### config.mk
export PLATFORM = sky130hd
export DESIGN_NAME = audio_dac_serializer
export DESIGN_NICKNAME = d
export VERILOG_FILES = /design/src/rtl/audio_dac_serializer.sv
export SDC_FILE = /design/constraint.sdc
export NUM_CORES = 1
export LEC_CHECK = 0
export ABC_AREA = 1
export CAP_MARGIN = 20
export CORE_ASPECT_RATIO = 1.25
export CORE_UTILIZATION = 50
export CTS_CLUSTER_SIZE = 16
export DETAILED_ROUTE_END_ITERATION = 10
export GPL_ROUTABILITY_DRIVEN = 1
export PLACE_DENSITY = 0.69
export SLEW_MARGIN = 20
export SYNTH_ARGS = -nofsm -noshare
export SYNTH_HDL_FRONTEND = slang
export SYNTH_SLANG_ARGS = --single-unit
### constraint.sdc
create_clock -name i_clk -period 2.68 [get_ports i_clk]
set_clock_uncertainty 0.05 [all_clocks]
set_input_delay 0.536 -clock i_clk [delete_from_list [all_inputs] [get_ports i_clk]]
set_output_delay 0.536 -clock i_clk [all_outputs]
set_load 0.01 [all_outputs]
### src/rtl/audio_dac_serializer.sv
// ---------------------------------------------------------------------------
// audio_dac_serializer
//   Serializes 16-bit stereo sample pairs into a DSP mode B stream for a
//   slave-mode audio codec. A one-entry holding buffer decouples the sample
//   producer from the frame timing. If no pair is waiting when a frame
//   starts, that frame is muted.
//
// Parameters
//   BCLK_DIV     i_clk cycles per BCLK half-period (2..255)
//   FRAME_BCLKS  BCLK periods per frame (33..256)
//
// Ports
//   i_clk            global clock
//   i_nrst           asynchronous active-low reset
//   i_init_ready     codec configured; the serializer runs only while high
//   i_sample_valid   i_left/i_right hold a sample pair
//   o_sample_ready   holding buffer empty; a pair is accepted on valid&&ready
//   i_left, i_right  two's complement samples
//   o_bclk           codec bit clock, 50% duty
//   o_daclrc         frame sync, high during the first BCLK period of a frame
//   o_dacdat         serial data, MSB first, changes on falling BCLK
//   o_frame_start    one-cycle pulse at every frame load
//   o_underflow_count  (only with AUDIO_DAC_UNDERFLOW_CNT_EN) saturating
//                      count of frames loaded with an empty buffer
//
// Optional feature macro: AUDIO_DAC_UNDERFLOW_CNT_EN
// ---------------------------------------------------------------------------
module audio_dac_serializer #(
  parameter int BCLK_DIV    = 4,
  parameter int FRAME_BCLKS = 64
) (
  input  logic        i_clk,
  input  logic        i_nrst,
  input  logic        i_init_ready,
  input  logic        i_sample_valid,
  output logic        o_sample_ready,
  input  logic [15:0] i_left,
  input  logic [15:0] i_right,
  output logic        o_bclk,
  output logic        o_daclrc,
  output logic        o_dacdat,
  output logic        o_frame_start
`ifdef AUDIO_DAC_UNDERFLOW_CNT_EN
  ,
  output logic [15:0] o_underflow_count
`endif
);

  localparam int DIV_W = $clog2(BCLK_DIV);
  localparam int CNT_W = $clog2(FRAME_BCLKS);

  typedef enum logic {S_IDLE, S_RUN} state_t;

  state_t           r_state;
  logic [DIV_W-1:0] r_div_cnt;
  logic [CNT_W-1:0] r_bit_cnt;
  logic             r_bclk;
  logic             r_daclrc;
  logic             r_dacdat;
  logic             r_frame_start;
  logic             r_buf_full;
  logic [31:0]      r_buf;
  logic [31:0]      r_shift;

  logic        w_entry;
  logic        w_run;
  logic        w_div_wrap;
  logic        w_bclk_fall;
  logic        w_last_bit;
  logic        w_load;
  logic        w_accept;
  logic [31:0] w_load_word;

  assign w_entry     = (r_state == S_IDLE) && i_init_ready;
  assign w_run       = (r_state == S_RUN) && i_init_ready;
  assign w_div_wrap  = (r_div_cnt == DIV_W'(BCLK_DIV - 1));
  assign w_bclk_fall = w_run && w_div_wrap && r_bclk;
  assign w_last_bit  = (r_bit_cnt == CNT_W'(FRAME_BCLKS - 1));
  // RUN entry doubles as the first frame load, so bit 0 appears right away.
  assign w_load      = w_entry || (w_bclk_fall && w_last_bit);
  assign w_accept    = w_run && !r_buf_full && i_sample_valid;
  // An empty buffer at load time mutes the frame.
  assign w_load_word = r_buf_full ? r_buf : 32'h0;

  always_ff @(posedge i_clk or negedge i_nrst) begin
    if (!i_nrst) begin
      r_state       <= S_IDLE;
      r_div_cnt     <= '0;
      r_bit_cnt     <= '0;
      r_bclk        <= 1'b0;
      r_daclrc      <= 1'b0;
      r_dacdat      <= 1'b0;
      r_frame_start <= 1'b0;
      r_buf_full    <= 1'b0;
      r_buf         <= '0;
      r_shift       <= '0;
    end else if (!i_init_ready) begin
      // Dropping init aborts the frame and discards any pending pair.
      r_state       <= S_IDLE;
      r_div_cnt     <= '0;
      r_bit_cnt     <= '0;
      r_bclk        <= 1'b0;
      r_daclrc      <= 1'b0;
      r_dacdat      <= 1'b0;
      r_frame_start <= 1'b0;
      r_buf_full    <= 1'b0;
      r_shift       <= '0;
    end else begin
      r_state       <= S_RUN;
      r_frame_start <= w_load;

      // BCLK divider and bit counter
      if (w_entry) begin
        r_div_cnt <= '0;
        r_bclk    <= 1'b0;
        r_bit_cnt <= '0;
      end else begin
        r_div_cnt <= w_div_wrap ? '0 : r_div_cnt + DIV_W'(1);
        if (w_div_wrap) begin
          r_bclk <= ~r_bclk;
        end
        if (w_bclk_fall) begin
          r_bit_cnt <= w_last_bit ? '0 : r_bit_cnt + CNT_W'(1);
        end
      end

      // Holding buffer, shift register and serial outputs
      if (w_load) begin
        r_shift    <= w_load_word;
        r_dacdat   <= w_load_word[31];
        r_daclrc   <= 1'b1;
        // A pair accepted in the load cycle lands in the just-emptied buffer.
        r_buf_full <= w_accept;
        if (w_accept) begin
          r_buf <= {i_left, i_right};
        end
      end else begin
        if (w_accept) begin
          r_buf_full <= 1'b1;
          r_buf      <= {i_left, i_right};
        end
        if (w_bclk_fall) begin
          // Zeros shift in, so bits past the stereo pair are driven low.
          r_shift  <= {r_shift[30:0], 1'b0};
          r_dacdat <= r_shift[30];
          r_daclrc <= 1'b0;
        end
      end
    end
  end

  assign o_bclk         = r_bclk;
  assign o_daclrc       = r_daclrc;
  assign o_dacdat       = r_dacdat;
  assign o_frame_start  = r_frame_start;
  assign o_sample_ready = (r_state == S_RUN) && !r_buf_full;

`ifdef AUDIO_DAC_UNDERFLOW_CNT_EN
  logic [15:0] r_underflow_cnt;

  always_ff @(posedge i_clk or negedge i_nrst) begin
    if (!i_nrst) begin
      r_underflow_cnt <= '0;
    end else if (i_init_ready && w_load && !r_buf_full &&
                 (r_underflow_cnt != 16'hFFFF)) begin
      r_underflow_cnt <= r_underflow_cnt + 16'd1;
    end
  end

  assign o_underflow_count = r_underflow_cnt;
`endif

endmodule

==> results of run 1 <==
==> synthesized netlist by cell type <==
cell,count
nand3_2,2
nor2_4,1
o21bai_1,1
ha_1,2
inv_1,43
clkbuf_2,1
dfrtp_1,77
o21a_1,1
nor3_4,1
nand2_2,7
o21ai_1,10
nand2_4,1
buf_2,7
buf_4,4
clkbuf_1,1
buf_6,7
o21ai_0,27
a21oi_1,2
nor3_1,1
o21ai_2,1
nor2_1,11
inv_2,2
nor2_2,1
nand3_1,67
nand2_1,108
==> sequential cells by signal, indices dropped and copies added, names as in the netlist <==
name / count
o_bclk: 1
o_dacdat: 1
o_daclrc: 1
o_frame_start: 1
r_bit_cnt: 6
r_buf: 32
r_buf_full: 1
r_div_cnt: 2
r_shift: 31
r_state: 1
==> metal layers <==
layer  part of all wire (%)  track usage (%)  vias up
met5                      0                0        -
met4                    1.4             7.41        0
met3                    3.1             3.86        8
met2                     49             33.5       42
met1                     47             24.7     1192
li1                       -                -     1291
==> final cells by class <==
| type | instances | area (um2) |
|---|---|---|
| tap | 87 | 109 |
| clock buffer | 12 | 135 |
| timing repair buffer | 44 | 440 |
| inverter | 45 | 169 |
| sequential | 77 | 1930 |
| multi-input combinational | 244 | 1140 |
| clock inverter | 4 | 72.6 |
| fill | 587 | 2570 |
==> report_power, final <==
part / internal [W] / leakage (nW) / switching, W / total, W
registers: 0.00126 / 1.02 / 0.0000579 / 0.00132
logic: 0.000106 / 0.879 / 0.000122 / 0.000228
clock network: 0.000525 / 0.101 / 0.000407 / 0.000932
total: 0.00190 / 2.00 / 0.000587 / 0.00248
==> critical path: cells and delay by family, from the launching register on <==
family,cells,cell delay [ns]
AND/OR/NAND/NOR,1,0.09
flip-flops,1,0.40
buffers and inverters,2,0.64
==> path summary, 6_finish.rpt <==
| path | depth (start not counted) | slack [ns] | start | endpoint |
|---|---|---|---|---|
| max | 3 | 0.63 | r_state$_DFF_PN0_ | o_sample_ready |
| min | 1 | 0.27 | i_nrst | r_bit_cnt[5]$_DFFE_PN0P_ |
| max reg2reg | 7 | 0.97 | r_bit_cnt[0]$_DFFE_PN0P_ | r_shift[18]$_DFFE_PN0P_ |
| min reg2reg | 1 | 0.39 | r_div_cnt[0]$_DFF_PN0_ | r_div_cnt[0]$_DFF_PN0_ |
| max in group asynchronous | 1 | 1.67 | i_nrst | o_daclrc$_DFFE_PN0P_ |
| min in group i_clk | 1 | 0.39 | r_div_cnt[0]$_DFF_PN0_ | r_div_cnt[0]$_DFF_PN0_ |
==> cell families (layout without fill, tap and decap cells) <==
kind of cell	count (synthesis)	count (layout)	synth area share [%]
buffers and inverters	65	105	9.49
flip-flops	77	77	56.9
AND/OR/NAND/NOR	200	200	26.4
adder cells (fa/ha/maj)	2	2	0.738
AO/OA/AOI/OAI	42	42	6.46
==> through the flow <==
step           power (W)  area (um2)
2_1_floorplan    0.00146        3390
3_3_place_gp     0.00157        3780
3_5_place_dp     0.00158        3780
4_1_cts          0.00251        3990
5_1_grt          0.00261        3990
6_report         0.00248        3990
==> results by group, run 1 <==
Synthesis
  • Post-Synthesis Cells: a little under 400
  • #FFs+latches synth: 77
  • Sequential fraction of the synthesis area: a little under three fifths
  • Top-area cell type share of the netlist area: a little under three fifths
  • Cell taking the most area after synthesis: dfrtp_1
  • Synth area leaders: dfrtp_1 (57%), nand2_1 (12%), nand3_1 (9.9%)
  • Distinct cells, synth: 25
  • Net Count, Synth: 424
  • Cell area after synthesis: approximately 3400 um2
  • Post-synthesis average cell area: between 8 and 9 um2
  • Yosys warning count: 0

Routing
  • DRT Pass-1 Iters: 4
  • First DRT Iteration DRCs: approximately 210
  • Routed wire length: approximately 6.0 mm
  • Post-route ant nets: 0
  • Residual DRC: 0
  • Vias after detailed routing: ~2.5k
  • Via/cell ratio: just under 5
  • WL per Instance: around 12 um

Timing
  • RSZ-0062 raised after global routing: false
  • Minimum clock period: approximately 2.0 ns
  • Fin. Hold Viols: 0
  • Finish-stage setup viols: 0
  • Setup TNS: 0 ns
  • Final hold slack: around 0.27 ns
  • Worst relative slew slack: 36.7%
  • Worst Tran Pin Value: 0.949 ns
  • Crit share post-route: roughly three quarters
  • Final setup margin: ~0.63 ns
  • Fmax: 488 MHz
  • Max-slew violation count: 0

Layout
  • Commonest non-fill, non-tap cell in the layout: nand2_1
  • Ant diodes: 0
  • Non-filler cells, final: between 500 and 600
  • Area grow syn2layout: 17.8%
  • Final Core Density: 60.8%
  • Commonest cells after routing, fill and taps aside: nand2_1 (108), dfrtp_1 (77), nand3_1 (67), inv_1 (43), clkdlybuf4s50_1 (39)
  • Nets@finish: roughly 460
  • Layout cell share with drive strength beyond 1: under 10%

Global route
  • Vias in the first global route: 2,427
  • Largest net degree at the start of global routing: 78
  • First-pass GRT wire length: 10.6 mm
  • Initial antenna violation count: 0
  • Gr ovfl total: 0
  • GRT Overall Usage: slightly below 20%

Floorplan
  • Die Footprint: a little over 7000 um2
  • Core area: roughly 6600 um2
  • Initial core utilization: 51.6%
  • Die Y: about 94 um
  • Die span in x: approximately 76 um
  • Top Ports: a little over 40
  • Row count: 33

Placement
  • Port bufs: 40
  • GPL Wtd Cong: a little under 0.8
  • Placed insts: 497
  • Post-DP HPWL: approximately 3.7 mm
  • Place WS: 0.437 ns

Clock tree
  • H-tree depth: 3
  • Reg clk slew, reported paths: 0.08 ns
  • Worst-skew pair later-pin latency: 0.34 ns
  • CTS buffer count: 9
  • Setup Buffers After CTS: 0
  • CTS tree: done
  • Maximum buffer depth of the clock tree: 2
  • Cts repair resizes: 0
  • Root Driver: clkbuf_8
  • Post-CTS Hold Fix Bufs: 0
  • # clock sinks: 77

Worst setup path
  • Crit-path max cell delay: 0.54 ns
  • Critical path endpoint category: primary output
  • Worst Setup Start Kind: flop
  • Crit-path cells: inv_1 -> nor2_4 -> clkdlybuf4s50_1
  • Critical path arrival: roughly 1.5 ns
  • WP data required: about 2.1 ns
  • Critical path type: flop to primary output
  • Largest fanout on the critical path: 3
  • Slowest cell on crit path: clkdlybuf4s50_1

Run status
  • Outcome: completed

Worst hold path
  • Hold WC Path Type: input pin to asynchronous set/reset pin

Pwr
  • Power density over the cells: slightly above 600 nW/um2
  • Lkg Pwr: about 2.0 nW
  • Worst VDD drop: 0.287 mV

Job
  • Max cap viols: 0
Note: power is estimated with default switching activity, not from simulation.
==> run 2, diff against run 1 <==
==> constraint.sdc (replaced) <==
create_clock -name i_clk -period 2.1 [get_ports i_clk]
set_clock_uncertainty 0.05 [all_clocks]
set_input_delay 0.42 -clock i_clk [delete_from_list [all_inputs] [get_ports i_clk]]
set_output_delay 0.42 -clock i_clk [all_outputs]
set_load 0.01 [all_outputs]
==> run 2 against run 1 <==
  * Final cell count is 0.19% higher
  * Combinational power is 31% higher
  * Core utilization is 1.3 points higher
  * Critical path type unchanged
==> results by group, run 2 (synthesized netlist as in run 1, its figures left out) <==
Run status
  • Outcome: completed (unchanged)

Placement
  • Post-DP HPWL: 3.82 mm (was 3.74 mm)
  • Placed insts: 498 (was 497)
  • GPL Wtd Cong: 0.797 (was 0.778)
  • Port bufs: 40 (unchanged)

Worst setup path
  • Critical path endpoint category: primary output (unchanged)
  • Reg2reg start: r_bit_cnt[0]$_DFFE_PN0P_ (unchanged)
  • Largest fanout on the critical path: 3 (unchanged)
  • Flop-to-flop setup slack: 0.38 ns (was 0.97 ns)
  • Worst Setup Start Kind: flop (unchanged)
  • Worst Setup EP: o_sample_ready (unchanged)
  • WP data required: 1.63 ns (was 2.09 ns)
  • Critical path startpoint: r_state$_DFF_PN0_ (unchanged)
  • Critical path type: flop to primary output (unchanged)
  • Critical path arrival: 1.45 ns (was 1.46 ns)
  • Crit Reg-Reg Endpoint: r_shift[9]$_DFFE_PN0P_ (was r_shift[18]$_DFFE_PN0P_)
  • R2R depth: 7 (unchanged)

Global route
  • Vias in the first global route: 2,483 (was 2,427)
  • Gr ovfl total: 0 (unchanged)
  • Largest net degree at the start of global routing: 66 (was 78)
  • GRT Overall Usage: 20.1% (was 19.8%)
  • Initial antenna violation count: 0 (unchanged)
  • First-pass GRT wire length: 10.7 mm (was 10.6 mm)

Layout
  • Nets@finish: 461 (was 459)
  • Most flops, register: r_buf (unchanged)
  • Non-filler cells, final: 514 (was 513)
  • Layout cell share with drive strength beyond 1: 8.67% (was 7.98%)
  • Ant diodes: 0 (unchanged)
  • Area grow syn2layout: 20.3% (was 17.8%)
  • Area of the multi-input gates: 1140 um2 (unchanged)
  • Final Core Density: 62.1% (was 60.8%)
  • Commonest cells after routing, fill and taps aside: nand2_1 (108), dfrtp_1 (77), nand3_1 (67), inv_1 (43), clkdlybuf4s50_1 (39) (unchanged)
  • Commonest non-fill, non-tap cell in the layout: nand2_1 (unchanged)
  • Max reg flops: 32 (unchanged)
  • FILL cells: 575 (was 587)
  • Top flop regs: r_buf x32, r_shift x31, r_bit_cnt x6 (unchanged)
  • Register area: 1930 um2 (unchanged)

Routing
  • Residual DRC: 0 (unchanged)
  • First DRT Iteration DRCs: 162 (was 209)
  • Routed wire length: 6.05 mm (about the same)
  • DRT Pass-1 Iters: 5 (was 4)
  • Vias after detailed routing: 2,526 (was 2,533)
  • Via/cell ratio: 4.91 (was 4.94)
  • WL per Instance: 11.8 um (about the same)
  • Post-route ant nets: 0 (unchanged)

Timing
  • Finish-stage setup viols: 0 (unchanged)
  • Fin. Hold Viols: 0 (unchanged)
  • Worst relative slew slack: 71.2% (was 36.7%)
  • Setup TNS: 0 ns (unchanged)
  • Crit share post-route: between 90% and 100%
  • RSZ-0062 raised after global routing: false (unchanged)
  • Final hold slack: 0.385 ns (was 0.267 ns)
  • Fmax: 521 MHz
  • Minimum clock period: 1.92 ns
  • Worst Tran Pin Value: 0.433 ns (was 0.949 ns)
  • Max-slew violation count: 0 (unchanged)

Clock tree
  • # clock sinks: 77 (unchanged)
  • CTS buffer count: 9 (unchanged)
  • Reg clk slew, reported paths: 0.09 ns (was 0.08 ns)
  • H-tree depth: 3 (unchanged)
  • Root Driver: clkbuf_8 (unchanged)
  • Maximum buffer depth of the clock tree: 2 (unchanged)
  • Cts repair resizes: 0 (unchanged)
  • CTS tree: done (unchanged)
  • Worst-skew pair later-pin latency: 0.35 ns (was 0.34 ns)

Pwr
  • Logic pwr share: 9.1% (was 9.2%)
  • Power density over the cells: 809 nW/um2 (was 622 nW/um2)
  • Power share of the clock group: 39.7% (was 37.5%)
  • Lkg Pwr: 2.03 nW (was 2.00 nW)
  • Internal power: 0.00254 W (was 0.00190 W)
  • P_sw: 0.000757 W (was 0.000587 W)
  • Worst VDD drop: 0.493 mV (was 0.287 mV)
  • Sequential share of power: 51.3% (was 53.3%)
  • Switching Share: 23.0% (was 23.6%)

Job
  • Max cap viols: 0 (unchanged)

Floorplan
  • Top Ports: 41 (unchanged)
  • Die Footprint: 7110 um2 (unchanged)
  • Initial core utilization: 51.6% (unchanged)
  • Core area: 6570 um2 (unchanged)
  • Die span in x: 75.6 um (unchanged)
  • Row count: 33 (unchanged)
  • Die Y: 94.0 um (unchanged)

Worst hold path
  • Hold WC Path Type: flop to flop (was input pin to asynchronous set/reset pin)
run 2: how the worst min path moves through the flow:
stage / start / end / slack (ns) / cells past startpoint
floorplan: i_nrst / o_bclk$_DFFE_PN0P_ / 0.07 / 0
global placement: i_nrst / r_div_cnt[1]$_DFF_PN0_ / 0.34 / 1
detailed placement: i_nrst / o_bclk$_DFFE_PN0P_ / 0.34 / 1
CTS: r_div_cnt[0]$_DFF_PN0_ / r_div_cnt[0]$_DFF_PN0_ / 0.39 / 1
global route: r_div_cnt[0]$_DFF_PN0_ / r_div_cnt[0]$_DFF_PN0_ / 0.42 / 1
finish: r_div_cnt[0]$_DFF_PN0_ / r_div_cnt[0]$_DFF_PN0_ / 0.39 / 1
run 2: metrics by stage:
step | area [um2] | power, W | worst slack (ns)
after floorplan | 3390 | 0.00187 | 0.701
after global placement | 3830 | 0.00202 | 0.0992
after detailed placement | 3830 | 0.00202 | 0.0334
after CTS | 4080 | 0.00334 | 0.148
after global routing | 4080 | 0.00346 | 0.0946
final | 4080 | 0.00330 | 0.179
run 2: power groups by stage:
stage	clock (W)	combinational [W]	sequential [W]
floorplan	0	0.000171	0.00170
global placement	0	0.000296	0.00172
detailed placement	0	0.000304	0.00172
CTS	0.00135	0.000307	0.00169
global route	0.00140	0.000349	0.00171
finish	0.00131	0.000299	0.00169
run 2: per-layer routing:
| layer | vias to the layer above | track usage (%) | part of all wire, % |
|---|---|---|---|
| met1 | 1161 | 24.5 | 45 |
| met3 | 2 | 4.51 | 4.9 |
| met2 | 68 | 34.0 | 50 |
| met5 | - | 0 | 0 |
| li1 | 1295 | - | - |
| met4 | 0 | 7.72 | 0.56 |
run 2: final cells by class:
cell class / count / share of cell area [%]
clock inverters: 6 / 2.76
repair buffers: 46 / 12.2
multi-input cells: 244 / 28.0
flip-flops and latches: 77 / 47.3
clock buffers: 9 / 3.04
inverters: 45 / 4.14
well taps: 87 / 2.67
run 2: timing repair:
| action | CTS | global route |
|---|---|---|
| buffers inserted | 0 | 0 |
| endpoints found under the hold margin | 32 | 0 |
| hold buffers | 1 | 0 |
run 2: worst max-delay path, stage by stage, from the launching register on:
cell             delay, ns
dfrtp_1               0.40
inv_1                 0.09
nor2_4                0.09
clkdlybuf4s50_1       0.53
==> run 3, diff against run 2 <==
--- a/config.mk
+++ b/config.mk
@@ -12,6 +12,7 @@
 export CTS_CLUSTER_SIZE = 16
 export DETAILED_ROUTE_END_ITERATION = 10
 export GPL_ROUTABILITY_DRIVEN = 1
+export MAX_ROUTING_LAYER = met4
 export PLACE_DENSITY = 0.69
 export SLEW_MARGIN = 20
 export SYNTH_ARGS = -nofsm -noshare
==> run 3 against run 2 <==
  * Non-clock buffer count did not move
  * Total power barely moved
  * Sequential share of layout area is the same
  * Sequential power hardly changed
  * Core utilization unchanged
  * Register-to-register slack about the same
  * Maximum frequency is essentially flat
  * Flip-flop and latch count stayed put
  * Largest cell class unchanged
  * Highest routed layer unchanged
==> results by group, run 3 (synthesized netlist as in run 1, its figures left out) <==
Run status
  • Outcome: completed (unchanged)

Floorplan
  • Core area: 6570 um2 (unchanged)
  • Die Footprint: 7110 um2 (unchanged)
  • Die Y: 94.0 um (unchanged)
  • Initial core utilization: 51.6% (unchanged)
  • Top Ports: 41 (unchanged)
  • Die span in x: 75.6 um (unchanged)
  • Row count: 33 (unchanged)

Worst setup path
  • Critical path type: flop to primary output (unchanged)
  • Crit-path max cell delay: 0.53 ns (about the same)
  • Flop-to-flop setup slack: 0.38 ns (about the same)
  • Slowest cell on crit path: clkdlybuf4s50_1 (unchanged)
  • Critical path endpoint category: primary output (unchanged)
  • Crit Reg-Reg Endpoint: r_shift[9]$_DFFE_PN0P_ (unchanged)
  • Bufs and invs on worst path: 2 (unchanged)
  • Largest fanout on the critical path: 3 (unchanged)
  • Worst Setup Start Kind: flop (unchanged)
  • CP top delay family: buffers and inverters (unchanged)
  • Critical path arrival: 1.45 ns (about the same)
  • WP data required: 1.63 ns (about the same)
  • Reg2reg start: r_bit_cnt[0]$_DFFE_PN0P_ (unchanged)
  • Crit-path cells: inv_1 -> nor2_4 -> clkdlybuf4s50_1 (unchanged)
  • R2R depth: 7 (unchanged)

Worst hold path
  • Min-Delay Endpoint: r_div_cnt[0]$_DFF_PN0_ (unchanged)
  • Hold_sp: r_div_cnt[0]$_DFF_PN0_ (unchanged)
  • Hold WC Path Type: flop to flop (unchanged)
  • Hold Path Depth: 1 (unchanged)

Placement
  • Place WS: 0.0334 ns (unchanged)
  • Placed insts: 498 (unchanged)
  • GPL Wtd Cong: 0.808 (was 0.797)
  • Port bufs: 40 (unchanged)
  • Post-DP HPWL: 3.82 mm (unchanged)

Global route
  • Initial antenna violation count: 0 (unchanged)
  • Gr ovfl total: 0 (unchanged)
  • Largest net degree at the start of global routing: 66 (unchanged)
  • First-pass GRT wire length: 10.7 mm (about the same)
  • GRT Overall Usage: 20.6% (was 20.1%)
  • Vias in the first global route: 2,484 (was 2,483)

Layout
  • Ant diodes: 0 (unchanged)
  • Commonest cells after routing, fill and taps aside: nand2_1 (108), dfrtp_1 (77), nand3_1 (67), inv_1 (43), clkdlybuf4s50_1 (39) (unchanged)
  • Nets@finish: 461 (unchanged)
  • Most flops, register: r_buf (unchanged)
  • Area grow syn2layout: 20.3% (unchanged)
  • Top flop regs: r_buf x32, r_shift x31, r_bit_cnt x6 (unchanged)
  • Non-filler cells, final: 514 (unchanged)
  • Max reg flops: 32 (unchanged)
  • Layout cell share with drive strength beyond 1: 8.67% (unchanged)
  • Commonest non-fill, non-tap cell in the layout: nand2_1 (unchanged)

Clock tree
  • # clock sinks: 77 (unchanged)
  • H-tree depth: 3 (unchanged)
  • Post-CTS Hold Fix Bufs: 1 (unchanged)
  • Root Driver: clkbuf_8 (unchanged)
  • Setup Buffers After CTS: 0 (unchanged)
  • CTS buffer count: 9 (unchanged)
  • Cts repair resizes: 0 (unchanged)
  • Maximum buffer depth of the clock tree: 2 (unchanged)
  • Reg clk slew, reported paths: 0.09 ns (about the same)
  • CTS tree: done (unchanged)
  • Worst-skew pair later-pin latency: 0.35 ns (about the same)

Routing
  • DRT Pass-1 Iters: 5 (unchanged)
  • WL per Instance: 11.8 um (about the same)
  • Vias after detailed routing: 2,538 (was 2,526)
  • Via/cell ratio: 4.94 (was 4.91)
  • First DRT Iteration DRCs: 162 (unchanged)
  • Routed wire length: 6.05 mm (about the same)
  • Residual DRC: 0 (unchanged)
  • Post-route ant nets: 0 (unchanged)

Pwr
  • Worst VDD drop: 0.493 mV (about the same)
  • Power density over the cells: 809 nW/um2 (about the same)
  • Lkg Pwr: 2.03 nW (unchanged)
  • Pwr Total: 0.00330 W (about the same)

Timing
  • Worst Tran Pin Value: 0.433 ns (about the same)
  • Worst relative slew slack: 71.1% (was 71.2%)
  • Crit share post-route: 91.5% (about the same)
  • Fin. Hold Viols: 0 (unchanged)
  • Final setup margin: 0.179 ns (about the same)
  • Setup TNS: 0 ns (unchanged)
  • Fmax: 521 MHz (about the same)
  • Finish-stage setup viols: 0 (unchanged)
  • RSZ-0062 raised after global routing: false (unchanged)
  • Minimum clock period: 1.92 ns (about the same)
  • Max-slew violation count: 0 (unchanged)

Job
  • Max cap viols: 0 (unchanged)
[run 3: area by class of cell]
| type | instances | area, um2 |
|---|---|---|
| fill | 575 | 2490 |
| sequential | 77 | 1930 |
| multi-input combinational | 244 | 1140 |
| timing repair buffer | 46 | 495 |
| inverter | 45 | 169 |
| clock buffer | 9 | 124 |
| clock inverter | 6 | 113 |
| tap | 87 | 109 |
[run 3: where the power goes]
group	leakage (nW)	internal (W)	total [W]	switching, W
clock network	0.108	0.000782	0.00131	0.000525
registers	1.02	0.00161	0.00169	0.0000767
logic	0.899	0.000143	0.000299	0.000156
[run 3: per-stage QoR]
stage	util, %	area, um2	hold slack, ns
6_report	62.1	4080	0.385
5_1_grt	62.1	4080	0.420
4_1_cts	62.1	4080	0.394
3_5_place_dp	58.3	3830	0.345
3_3_place_gp	58.3	3830	0.344
2_1_floorplan	-	3390	0.0744
[run 3: worst max-delay path by stage]
stage / start / endpoint / slack, ns / cells past startpoint
6_report: r_state$_DFF_PN0_ / o_sample_ready / 0.18 / 3
5_1_grt: r_state$_DFF_PN0_ / o_sample_ready / 0.09 / 3
4_1_cts: r_state$_DFF_PN0_ / o_sample_ready / 0.15 / 3
3_5_place_dp: i_init_ready / r_shift[18]$_DFFE_PN0P_ / 0.03 / 7
3_3_place_gp: i_init_ready / r_shift[18]$_DFFE_PN0P_ / 0.1 / 7
2_1_floorplan: r_bit_cnt[0]$_DFFE_PN0P_ / r_shift[20]$_DFFE_PN0P_ / 0.70 / 7
[run 3: layer usage]
layer | vias up | wire, um | track usage (%)
met5 | - | 0 | -
met4 | 0 | 36 | 7.72
met3 | 6 | 311 | 4.51
met2 | 71 | 3030 | 34.0
met1 | 1168 | 2680 | 24.5
li1 | 1293 | - | -
[run 3: worst register-to-register path, cell delays in order (launching register included)]
cell and delay [ns]:
dfrtp_1 0.39, ha_1 0.20, nand3_1 0.10, nor2_2 0.21
nand2_2 0.13, nand2_4 0.30, nand3_1 0.15, nand3_1 0.10
